$ cat src/rtl/load_hazard_detect.sv
// Load-use hazard detector: zero-latency stall request with a multi-cycle stall window
// for long-latency loads, plus a saturating count of stalled cycles.
module load_hazard_detect #(
    parameter int unsigned LOAD_LATENCY = 1,
    parameter int unsigned PC_REG       = 7,
    parameter int unsigned CNT_W        = 16
) (
    input  logic             clk,
    input  logic             reset,
    input  logic             id_valid,
    input  logic [2:0]       id_rs1,
    input  logic [2:0]       id_rs2,
    input  logic             id_uses_rs1,
    input  logic             id_uses_rs2,
    input  logic             ex_valid,
    input  logic             ex_is_load,
    input  logic [2:0]       ex_rd,
    input  logic             flush,
    output logic             stall_for_load,
    output logic             id_ex_bubble,
    output logic             busy,
    output logic [CNT_W-1:0] stall_cycles
);

    typedef enum logic [0:0] {
        IDLE  = 1'b0,
        STALL = 1'b1
    } state_t;

    localparam logic [2:0]       PC_IDX  = 3'(PC_REG);
    localparam logic [2:0]       LAT_M1  = 3'(LOAD_LATENCY - 1);
    localparam logic [CNT_W-1:0] CNT_MAX = {CNT_W{1'b1}};

    state_t           state_r;
    state_t           next_state_s;
    logic [2:0]       cnt_r;
    logic [2:0]       next_cnt_s;
    logic [CNT_W-1:0] stall_cycles_r;
    logic             hz_s;
    logic             stall_s;
    logic             busy_s;

    // Hazard: a non-PC load in EX writes a register the ID instruction actually reads.
    always_comb begin
        hz_s = id_valid & ex_valid & ex_is_load & (ex_rd != PC_IDX) &
               ((id_uses_rs1 & (id_rs1 == ex_rd)) | (id_uses_rs2 & (id_rs2 == ex_rd)));
    end

    // Next-state and Mealy outputs; reset and flush both suppress the stall immediately.
    always_comb begin
        stall_s      = 1'b0;
        busy_s       = 1'b0;
        next_state_s = state_r;
        next_cnt_s   = cnt_r;
        if (reset || flush) begin
            next_state_s = IDLE;
            next_cnt_s   = 3'd0;
        end else begin
            case (state_r)
                IDLE: begin
                    if (hz_s) begin
                        stall_s = 1'b1;
                        if (LOAD_LATENCY > 1) begin
                            next_state_s = STALL;
                            next_cnt_s   = LAT_M1;
                        end else begin
                            next_state_s = IDLE;
                        end
                    end else begin
                        next_state_s = IDLE;
                    end
                end
                STALL: begin
                    stall_s    = 1'b1;
                    busy_s     = 1'b1;
                    next_cnt_s = cnt_r - 3'd1;
                    if (cnt_r == 3'd1) begin
                        next_state_s = IDLE;
                    end else begin
                        next_state_s = STALL;
                    end
                end
                default: begin
                    next_state_s = IDLE;
                    next_cnt_s   = 3'd0;
                end
            endcase
        end
    end

    // State, window counter and saturating stall-cycle counter.
    always_ff @(posedge clk) begin
        if (reset) begin
            state_r        <= IDLE;
            cnt_r          <= 3'd0;
            stall_cycles_r <= '0;
        end else begin
            state_r <= next_state_s;
            cnt_r   <= next_cnt_s;
            if (stall_s && (stall_cycles_r != CNT_MAX)) begin
                stall_cycles_r <= stall_cycles_r + CNT_W'(1);
            end else begin
                stall_cycles_r <= stall_cycles_r;
            end
        end
    end

    assign stall_for_load = stall_s;
    assign id_ex_bubble   = stall_s;
    assign busy           = busy_s;
    assign stall_cycles   = stall_cycles_r;

endmodule

$ cat config.mk
export PLATFORM = sky130hd
export DESIGN_NAME = load_hazard_detect
export DESIGN_NICKNAME = d
export VERILOG_FILES = /design/src/rtl/load_hazard_detect.sv
export SDC_FILE = /design/constraint.sdc
export NUM_CORES = 1
export LEC_CHECK = 0
export ABC_AREA = 1
export ABC_CLOCK_PERIOD_IN_PS = 2100
export BUFFER_PORTS_ARGS = -buffer_cell sky130_fd_sc_hd__clkbuf_2
export CORE_MARGIN = 3
export CORE_UTILIZATION = 54
export CTS_BUF_LIST = sky130_fd_sc_hd__clkbuf_8
export CTS_CLUSTER_DIAMETER = 30
export DETAILED_ROUTE_END_ITERATION = 10
export PLACE_DENSITY = 0.8
export RECOVER_POWER = 25
export SYNTH_ARGS = -nofsm -noshare
export SYNTH_HDL_FRONTEND = slang
export SYNTH_SLANG_ARGS = --single-unit
$ cat constraint.sdc
create_clock -name clk -period 2.1 [get_ports clk]
set_input_delay 0 -clock clk [delete_from_list [all_inputs] [get_ports clk]]
set_output_delay 0 -clock clk [all_outputs]
set_load 0.02 [all_outputs]
==> results.md <==
* Average wire length per cell after detail routing at 10.6 µm
* Area of all placed cells without fillers at around 1600 µm²
* All-Layer GR Usage at around a fifth
* Global-route wire length before repair at ~5000 µm
* Number of global-route vias before repair at 1173
* Antenna violations before repair at 0
* Status: complete, no violations
* Worst vdd ir at 434 µV
* # DRC at 0
* CTS tree: done
* Hold violation total from the final report at 0
* Yosys warning total at 0
* Maximum fanout along the worst path at 16
* Max Fclk at 0.533 GHz
* Final worst-path cycle share at 89.4%
* Final global-route overflow total at 0
* Number of clock sinks at 20
* Share of synthesized area occupied by flip-flops and latches at between 20% and 30%
* Required arrival time at the worst endpoint at 2.29 ns
* Routability congestion estimate at 0.818
* Endpoint of the worst hold-timing path: cnt_r[2]$_SDFFE_PP0P_
* Pin count of the biggest net entering global routing at 21
* Summed instance area of the synthesized netlist at ~1400 µm²
* Kind of launch point of the worst setup path: flip-flop
* Worst path bufs/invs at 0
* CTS buffer count at 3
* Final setup violation count at 0
* Max clock buf depth at 2
* Post-placement cell area at 1570 µm²
* Path type of the worst min-delay path: in2reg
* Avg Inst Size Synth at 6.68 µm²
* Fillers at between 200 and 250
* Initial standard-cell utilization of the core at around three fifths
* Kind of cell with the highest combined delay on the critical path: simple AND/OR/NAND/NOR gates
* Hold Startpoint: flush
* Vias per inst at 4.98
* Post-CTS setup buffers at 0
* Number of nets in the synthesized netlist at 228
* Horizontal die dimension at around 57 µm
* Slew @ Worst Pin at 0.282 ns
* Reg-to-reg endpoint: stall_cycles[2]$_SDFFE_PP0P_
* Relative slew slack at 81.1%
* Flop-to-flop setup slack at 0.22 ns
* Most common library cell in the layout ignoring fill and taps: sky130_fd_sc_hd__nand2_1
* Buffer type at the clock tree root: sky130_fd_sc_hd__clkbuf_8
* Clock edge transition at the registers on the reported setup and hold paths at 0.07 ns
* Die Y-Extent at 56.7 µm
* Gate count of the mapped netlist at 208
* Detailed Route WL at 2850 µm
* Leading cell types in the layout, fill and taps excluded: sky130_fd_sc_hd__nand2_1, sky130_fd_sc_hd__inv_1, sky130_fd_sc_hd__clkbuf_2
* Htree depth at 1
* Post-cts gate resize count at 0
* Detailed-placement wirelength estimate at 2250 µm
* Power density over cell area at 420 nW/µm²
* Core region area at 2320 µm²
* Slack of the critical path at about 0.22 ns
* Count of cells along the worst register-to-register path at 7
* Critical-path cell with the highest stage delay: sky130_fd_sc_hd__dfxtp_1
* RSZ-0062 raised after global routing: false
* Count of boundary I/O pins at 36
* Final critical-path required period at 1.88 ns
* Static leakage at around 0.7 nW
* Worst Hold Path Cells at 4
* Count of buffers from port buffering at 35
* Initial drt markers at 46
* Number of search-and-repair iterations in the first detailed-routing pass at 4
* Type of the worst setup path: reg2reg
* Layout overhead on the synthesized area at 15.0%
* Max stage delay on crit path at 0.40 ns
* Vias after detailed routing at 1344
* Total Negative Setup Slacks at 0 ns
* Nature of the critical path endpoint: flip-flop
* R2R Path Start: stall_cycles[0]$_SDFFE_PP0P_
* Fraction of final layout cells sized beyond drive strength 1 at 24.4%
* Die footprint at between 3000 and 4000 µm²
* Worst slack at placement at 0.226 ns
* Post-layout net count at 264
* Row Count at 17
* Signal arrival time at the worst endpoint at 2.07 ns
* Critical path, cell by cell: ha_1 > nand2_2 > nor3_4 > nand4_4 > nand2_4 > nand2_1 > a21oi_1
* Count of hold buffers inserted by post-cts repair at 0
* Count of state elements after synthesis at 20
* Worst-skew pair later-pin latency at ~0.25 ns
* Max Cap Violations at 0
* Synth cell types at 24
* Antenna viol nets, final at 0
* Post-route clock skew at around 0.0018 ns
* Max-slew violations at 0
* Diode insertion count for antenna repair at 0
==> stage by stage <==
| stage | hold WS [ns] | power [mW] | util (%) | cells |
|---|---|---|---|---|
| finish | 0.0321 | 0.671 | 68.9 | 270 |
| floorplan | 0.165 | 0.417 | - | 208 |
| global placement | 0.292 | 0.437 | 67.5 | 267 |
| detailed placement | 0.298 | 0.438 | 67.5 | 267 |
| CTS | 0.0266 | 0.677 | 69.3 | 270 |
| global route | 0.0669 | 0.697 | 68.9 | 270 |
==> cells in the mapped netlist <==
cell	count	share of area, %
sky130_fd_sc_hd__xor2_1	5	3.2
sky130_fd_sc_hd__nor2_1	23	6.2
sky130_fd_sc_hd__nand2_1	51	14
sky130_fd_sc_hd__inv_1	27	7.3
sky130_fd_sc_hd__nor3_1	3	1.1
sky130_fd_sc_hd__a21oi_2	10	6.3
sky130_fd_sc_hd__xnor2_1	4	2.5
sky130_fd_sc_hd__nand4_4	1	1.5
sky130_fd_sc_hd__clkbuf_1	1	0.27
sky130_fd_sc_hd__nand3_1	20	7.2
sky130_fd_sc_hd__buf_4	2	1.1
sky130_fd_sc_hd__nor3_4	1	1.2
sky130_fd_sc_hd__nand4_1	3	1.4
sky130_fd_sc_hd__a21oi_1	9	3.2
sky130_fd_sc_hd__dfxtp_1	20	29
sky130_fd_sc_hd__nand2_4	2	1.6
sky130_fd_sc_hd__o21ai_0	6	2.2
sky130_fd_sc_hd__nor4_1	1	0.45
sky130_fd_sc_hd__buf_2	1	0.36
sky130_fd_sc_hd__ha_1	3	2.7
sky130_fd_sc_hd__buf_12	1	1.4
sky130_fd_sc_hd__clkbuf_2	1	0.36
sky130_fd_sc_hd__nor2_2	2	0.90
sky130_fd_sc_hd__nand2_2	11	5.0
==> worst max path at each step <==
stage	startpoint	endpoint	slack, ns	cells after the start
floorplan	stall_cycles[0]$_SDFFE_PP0P_	stall_cycles[10]$_SDFFE_PP0P_	0.34	7
global placement	stall_cycles[0]$_SDFFE_PP0P_	stall_cycles[0]$_SDFFE_PP0P_	0.31	7
detailed placement	stall_cycles[0]$_SDFFE_PP0P_	stall_cycles[2]$_SDFFE_PP0P_	0.23	7
CTS	stall_cycles[0]$_SDFFE_PP0P_	stall_cycles[2]$_SDFFE_PP0P_	0.20	7
global route	stall_cycles[0]$_SDFFE_PP0P_	stall_cycles[0]$_SDFFE_PP0P_	0.05	7
finish	stall_cycles[0]$_SDFFE_PP0P_	stall_cycles[2]$_SDFFE_PP0P_	0.22	7
==> cell families (layout without fill, tap and decap cells) <==
logic type	count (synthesis)	count (layout)	share of synthesized area, %
and+or+nand+nor	118	118	40.3
buffers and inverters	33	67	10.8
AOI/OAI and AO/OA	25	25	11.7
DFF	20	20	28.8
xor gates and xnor gates	9	9	5.68
adders and majority gates	3	3	2.70
==> final cells by class <==
type                    count  area, µm²  area share, %
well taps                  28       35.0           2.19
multi-input cells         155        838           52.5
inverters                  27        101           6.35
repair buffers             37        180           11.3
flip-flops and latches     20        400           25.1
clock buffers               3       41.3           2.59
==> routing by layer <==
metal	track usage, %	wire length, µm	vias up
met5	0	0	-
met2	30.9	1270	28
met1	25.0	1430	588
met3	5.06	136	2
li1	-	-	726
met4	4.07	20	0
==> worst register-to-register path, cell delays in order (launching register included) <==
cell,delay [ns]
sky130_fd_sc_hd__dfxtp_1,0.40
sky130_fd_sc_hd__ha_1,0.28
sky130_fd_sc_hd__nand2_2,0.10
sky130_fd_sc_hd__nor3_4,0.25
sky130_fd_sc_hd__nand4_4,0.28
sky130_fd_sc_hd__nand2_4,0.30
sky130_fd_sc_hd__nand2_1,0.09
sky130_fd_sc_hd__a21oi_1,0.12
==> power breakdown <==
part | internal, mW | total (mW) | switching (mW)
Sequential | 0.379 | 0.379 | 0.000154
Combinational | 0.0213 | 0.0496 | 0.0283
Clock | 0.127 | 0.242 | 0.114
Total | 0.528 | 0.671 | 0.142
==> flip-flops by register name (all words and copies together), names as in the netlist <==
register	count
state_r	1
cnt_r	3
stall_cycles	16
Note: power is estimated with default switching activity, not from simulation.
